**src/rtl/bus_arbiter_pkg.sv**
```systemverilog
// Shared bus definitions for the fetch/data arbiter: request/response
// structs, the arbiter state encoding and the fixed fetch transfer size.
package bus_arbiter_pkg;

    typedef enum logic [2:0] {
        ST_IDLE   = 3'd0,
        ST_ADDR_I = 3'd1,
        ST_ADDR_D = 3'd2,
        ST_DATA_I = 3'd3,
        ST_DATA_D = 3'd4
    } arb_state_t;

    // Instruction fetches are always full 32-bit words.
    localparam logic [2:0] FETCH_SIZE = 3'd2;

    typedef struct packed {
        logic        valid;
        logic [31:0] addr;
    } ibus_req_t;

    typedef struct packed {
        logic        addr_ok;
        logic        data_ok;
        logic [31:0] data;
    } ibus_resp_t;

    typedef struct packed {
        logic        valid;
        logic [31:0] addr;
        logic [2:0]  size;
        logic [3:0]  strobe;
        logic [31:0] data;
    } dbus_req_t;

    typedef struct packed {
        logic        addr_ok;
        logic        data_ok;
        logic [31:0] data;
    } dbus_resp_t;

endpackage

```
**src/rtl/bus_arbiter.sv**
```systemverilog
// Two-master arbiter sharing one memory request port between the fetch
// bus (ibus) and the data bus (dbus). One transaction outstanding at a time.
// dbus normally wins; after STARVE_MAX consecutive dbus grants with an ibus
// request waiting, ibus is granted once.
//
// Handshake: a request is offered on m_valid with stable fields until the
// memory answers m_addr_ok in the same cycle; the response is taken on the
// cycle m_data_ok is high (possibly the same cycle as m_addr_ok). The
// memory's addr_ok/data_ok are forwarded combinationally only to the
// granted requester; the other side sees all-zero responses.
module bus_arbiter
    import bus_arbiter_pkg::*;
#(
    parameter int STARVE_MAX = 4
) (
    input  logic        clk,
    input  logic        resetn,
    input  ibus_req_t   ireq,
    output ibus_resp_t  iresp,
    input  dbus_req_t   dreq,
    output dbus_resp_t  dresp,
    output logic        m_valid,
    output logic        m_is_write,
    output logic [31:0] m_addr,
    output logic [2:0]  m_size,
    output logic [3:0]  m_strobe,
    output logic [31:0] m_wdata,
    input  logic        m_addr_ok,
    input  logic        m_data_ok,
    input  logic [31:0] m_rdata,
    output arb_state_t  dbg_state
);

    localparam int CW = $clog2(STARVE_MAX + 1);
    localparam logic [CW-1:0] STARVE_LIM = CW'(STARVE_MAX);
    localparam logic [CW-1:0] CNT_ONE    = CW'(1);

    arb_state_t    state_q, state_d;
    logic [CW-1:0] starve_cnt, starve_d;

    assign dbg_state = state_q;

    // State and starvation counter registers, cleared asynchronously.
    always_ff @(posedge clk or negedge resetn) begin
        if (!resetn) begin
            state_q    <= ST_IDLE;
            starve_cnt <= '0;
        end else begin
            state_q    <= state_d;
            starve_cnt <= starve_d;
        end
    end

    // Grant decision, memory request muxing and response forwarding.
    always_comb begin
        state_d    = state_q;
        starve_d   = starve_cnt;
        m_valid    = 1'b0;
        m_is_write = 1'b0;
        m_addr     = '0;
        m_size     = '0;
        m_strobe   = '0;
        m_wdata    = '0;
        iresp      = '0;
        dresp      = '0;

        case (state_q)
            ST_IDLE: begin
                if (dreq.valid && ((starve_cnt < STARVE_LIM) || !ireq.valid)) begin
                    state_d = ST_ADDR_D;
                    if (ireq.valid)
                        starve_d = (starve_cnt < STARVE_LIM) ? starve_cnt + CNT_ONE : STARVE_LIM;
                    else
                        starve_d = '0;
                end else if (ireq.valid) begin
                    state_d  = ST_ADDR_I;
                    starve_d = '0;
                end
            end

            ST_ADDR_I: begin
                m_valid       = 1'b1;
                m_addr        = ireq.addr;
                m_size        = FETCH_SIZE;
                iresp.addr_ok = m_addr_ok;
                if (m_addr_ok) begin
                    if (m_data_ok) begin
                        iresp.data_ok = 1'b1;
                        iresp.data    = m_rdata;
                        state_d       = ST_IDLE;
                    end else begin
                        state_d = ST_DATA_I;
                    end
                end
            end

            ST_ADDR_D: begin
                m_valid       = 1'b1;
                m_is_write    = |dreq.strobe;
                m_addr        = dreq.addr;
                m_size        = dreq.size;
                m_strobe      = dreq.strobe;
                m_wdata       = dreq.data;
                dresp.addr_ok = m_addr_ok;
                if (m_addr_ok) begin
                    if (m_data_ok) begin
                        dresp.data_ok = 1'b1;
                        dresp.data    = m_rdata;
                        state_d       = ST_IDLE;
                    end else begin
                        state_d = ST_DATA_D;
                    end
                end
            end

            ST_DATA_I: begin
                if (m_data_ok) begin
                    iresp.data_ok = 1'b1;
                    iresp.data    = m_rdata;
                    state_d       = ST_IDLE;
                end
            end

            ST_DATA_D: begin
                if (m_data_ok) begin
                    dresp.data_ok = 1'b1;
                    dresp.data    = m_rdata;
                    state_d       = ST_IDLE;
                end
            end

            default: state_d = ST_IDLE;
        endcase
    end

endmodule

```
**config.mk**
```make
export PLATFORM = sky130hd
export DESIGN_NAME = bus_arbiter
export DESIGN_NICKNAME = d
export VERILOG_FILES = /design/src/rtl/bus_arbiter_pkg.sv /design/src/rtl/bus_arbiter.sv
export SDC_FILE = /design/constraint.sdc
export NUM_CORES = 1
export LEC_CHECK = 0
export CAP_MARGIN = 10
export CORE_AREA = 4 4 108 110
export CTS_CLUSTER_DIAMETER = 150
export DETAILED_ROUTE_END_ITERATION = 8
export DIE_AREA = 0 0 112 114
export PLACE_DENSITY = 0.71
export SYNTH_ARGS = -nofsm -noshare
export SYNTH_HDL_FRONTEND = slang
export SYNTH_SLANG_ARGS = --single-unit
```
**constraint.sdc**
```tcl
create_clock -name clk -period 2.26 [get_ports clk]
set_input_delay 0.678 -clock clk [delete_from_list [all_inputs] [get_ports clk]]
set_output_delay 0.678 -clock clk [all_outputs]
set_load 0.005 [all_outputs]
```
==> flow_metrics.env <==
export IMPL_status="finished with violations"
export IMPL_violations="negative setup slack"
export IMPL_fmax_mhz=399
export IMPL_die_area_sq_um=12800
export IMPL_multi_input_area_sq_um=1340
export IMPL_dr_pass1_iters=4
export IMPL_synthFlopType="dfrtp_1"
export IMPL_core_rowCount=38
export IMPL_synth_top_area_share_pct=44.2
export IMPL_synth_edf_count=0
export IMPL_seq_power_share_pct=5.0
export IMPL_hold_violations=0
export IMPL_grt_pass1_wl_um=16700
export IMPL_yosys_warnings=0
export IMPL_fin_util_pct=47.5
export IMPL_final_nets=667
export IMPL_vias=2737
export IMPL_required_ps=1580
export IMPL_worst_clock_skew_ps=4.05
export IMPL_fin_crit_ps=2510
export IMPL_cts_hold_fix_buffers=0
export IMPL_drc=0
export IMPL_cp_cell_sequence="nor3_4, buf_4, buf_16, and2_1, clkdlybuf4s50_1"
export IMPL_die_w_um=112
export IMPL_core_area_sq_um=10700
export IMPL_area_growth_pct=245
export IMPL_synthTopCellsByArea="and2_1, a22o_1, dfrtp_1"
export IMPL_timing_final_crit_share_pct=111
export IMPL_setup_viol=104
export IMPL_crit_fanout=19
export IMPL_worst_slew_pin_slew_ps=307
export IMPL_ant_nets=0
export IMPL_fin_ws_ps=-247
export IMPL_clk_pin_slew_ps=40
export IMPL_clockPowerShare_pct=3.9
export IMPL_port_buffers=284
export IMPL_start_util_pct=13.8
export IMPL_yosys_area_top_type="and2_1"
export IMPL_syn_nets=339
export IMPL_cts_tree="built"
export IMPL_maxSlewHeadroom_pct=79.4
export IMPL_comb_power_share_pct=91.2
export IMPL_crit_path_max_incr_delay_ps=500
export IMPL_p_int_uw=2610
export IMPL_die_h_um=114
export IMPL_crit_type="reg -> out"
export IMPL_synth_cell_type_count=31
export IMPL_cts_root_buffer="clkbuf_8"
export IMPL_layout_area_seq_sq_um=154
export IMPL_grt_max_degree=38
export IMPL_slew_violations=0
export IMPL_clk_path_buf_depth=2
export IMPL_grt_pass1_vias=2871
export IMPL_wl_um=11800
export IMPL_worst_path_max_delay_cell="clkdlybuf4s50_1"
export IMPL_cts_inserted_buffers=3
export IMPL_io_pins=285
export IMPL_routedWlPerCell_um=17.8
export IMPL_grt_usage_pct=16.5
export IMPL_p_per_area_nw_per_um2=815
export IMPL_htreeDepth=1
export IMPL_dpl_cell_area_sq_um=4520
export IMPL_swShare_pct=37.0
export IMPL_cp_arrival_ps=1830
export IMPL_syn_cell_area_sq_um=1470
export IMPL_syn_area_per_cell_sq_um=7.48
export IMPL_synthArstFlopShare_pct=100
export IMPL_drive_above_1_share_pct=44.9
export IMPL_setup_worst_path_end_class="primary output"
export IMPL_dp_hpwl_um=8300
export IMPL_p_leak_uw=0.00251
export IMPL_finish_instance_area_sq_um=5080
export IMPL_ys_ff_latch=6
export IMPL_antenna_found_initial=0
export IMPL_worst_ir_drop_vdd_v=0.000444
export IMPL_synth_seq_area_share_pct=10.2
export IMPL_drv_cap=0
export IMPL_synth_common_cells="and2_1, a22o_1, buf_2, dfrtp_1, buf_4"
export IMPL_rsz0062_at_grt="yes"
export IMPL_hold_ws_ps=500
export IMPL_gp_congestion=0.815
export IMPL_synthMostInstantiatedCell="and2_1"
export IMPL_fillerInstances=1019
export IMPL_hold_class="reg -> reg"
export IMPL_startpoint_type="flop"
export IMPL_power_switching_uw=1530
export IMPL_clkSinkCount=6
export IMPL_drtIter0Drc=103
export IMPL_via_per_inst=4.13
export IMPL_clk_insertion_delay_late_ps=220
export IMPL_n_antenna_cell=0
export IMPL_postSynthCellCount=197
export IMPL_gr_total_overflow=0
==> layout make-up <==
class | instances | share of cell area [%]
Timing Repair Buffer | 343 | 66.2
Multi-Input combinational cell | 169 | 26.4
Tap cell | 140 | 3.45
Sequential cell | 6 | 3.03
Clock buffer | 3 | 0.812
Inverter | 2 | 0.148
==> metrics by stage <==
step | cells | setup TNS [ps] | total power, uW | setup WS [ps]
finish | 663 | -13050 | 4140 | -247
CTS | 662 | -11290 | 4150 | -269
global placement | 615 | -71340 | 3330 | -908
detailed placement | 615 | -73690 | 3360 | -943
global route | 663 | -20710 | 4450 | -385
floorplan | 197 | 0 | 1400 | 199
==> power groups by stage <==
stage | Combinational [uW] | Sequential [uW] | Clock (uW)
after detailed placement | 3170 | 192 | 0
after global placement | 3140 | 191 | 0
after global routing | 4070 | 212 | 174
after floorplan | 1220 | 177 | 0
after CTS | 3780 | 206 | 167
final | 3780 | 206 | 160
==> sequential cells by signal, summed over array words and instances, names as in the netlist <==
signal,flops
starve_cnt,3
dbg_state,3
==> final timing paths <==
kind | from | end | slack (ps) | cells after the start
worst max register to register | dbg_state[1] | starve_cnt[0] | 590 | 6
max in group asynchronous | resetn | dbg_state[1] | 1340 | 1
worst min register to register | starve_cnt[1] | starve_cnt[1] | 500 | 1
min in group asynchronous | resetn | starve_cnt[2] | 690 | 1
worst max-delay path | dbg_state[0] | m_wdata[30] | -250 | 5
worst min-delay path | starve_cnt[1] | starve_cnt[1] | 500 | 1
==> cells in the final DEF, fill, tap and decap left out, drive strengths merged <==
master         instances
buf                  149
clkdlybuf4s50        143
and2                 104
a22o                  34
clkbuf                30
dlygate4sd2           11
clkdlybuf4s15          7
dfrtp                  6
dlymetal6s2s           5
nor2                   4
nand2b                 3
a211oi                 3
nand3b                 3
o21ai                  3
inv                    2
nor3                   2
or2                    1
a21o                   1
o41a                   1
nor2b                  1
and3                   1
mux2                   1
nor4b                  1
a221o                  1
a32oi                  1
nand2                  1
or4b                   1
a21oi                  1
ha                     1
bufbuf                 1
==> logic make-up (layout without fill, tap and decap cells) <==
kind of cell	after synthesis	count (layout)	synth area share [%]
simple gates	122	122	52.5
compound gates	45	45	26.5
mux	1	1	0.765
flops	6	6	10.2
fa+ha+maj	1	1	0.849
buf+inv	22	348	9.18
==> critical path, delay by kind of cell, from the launching register on <==
kind	cells	cell delay, ps
buffers and inverters	3	830
DFF	1	450
and+or+nand+nor	2	320
==> timing repair <==
| item | CTS | global route |
|---|---|---|
| cloned | 11 | 1 |
| endpoints found under the hold margin | 0 | 0 |
| gates resized for setup | 489 | 131 |
| setup endpoints to repair | 141 | 139 |
| buffers inserted | 33 | 8 |
| pin swaps | 35 | 22 |
==> per-layer routing <==
layer	vias to the layer above	global-route usage, %	wire (um)
met5	-	0	0
met4	0	2.32	103
met3	6	4.08	980
met2	151	32.1	6390
met1	1240	18.4	4310
li1	1340	-	-
No activity file was read; power rests on OpenSTA's default activity.
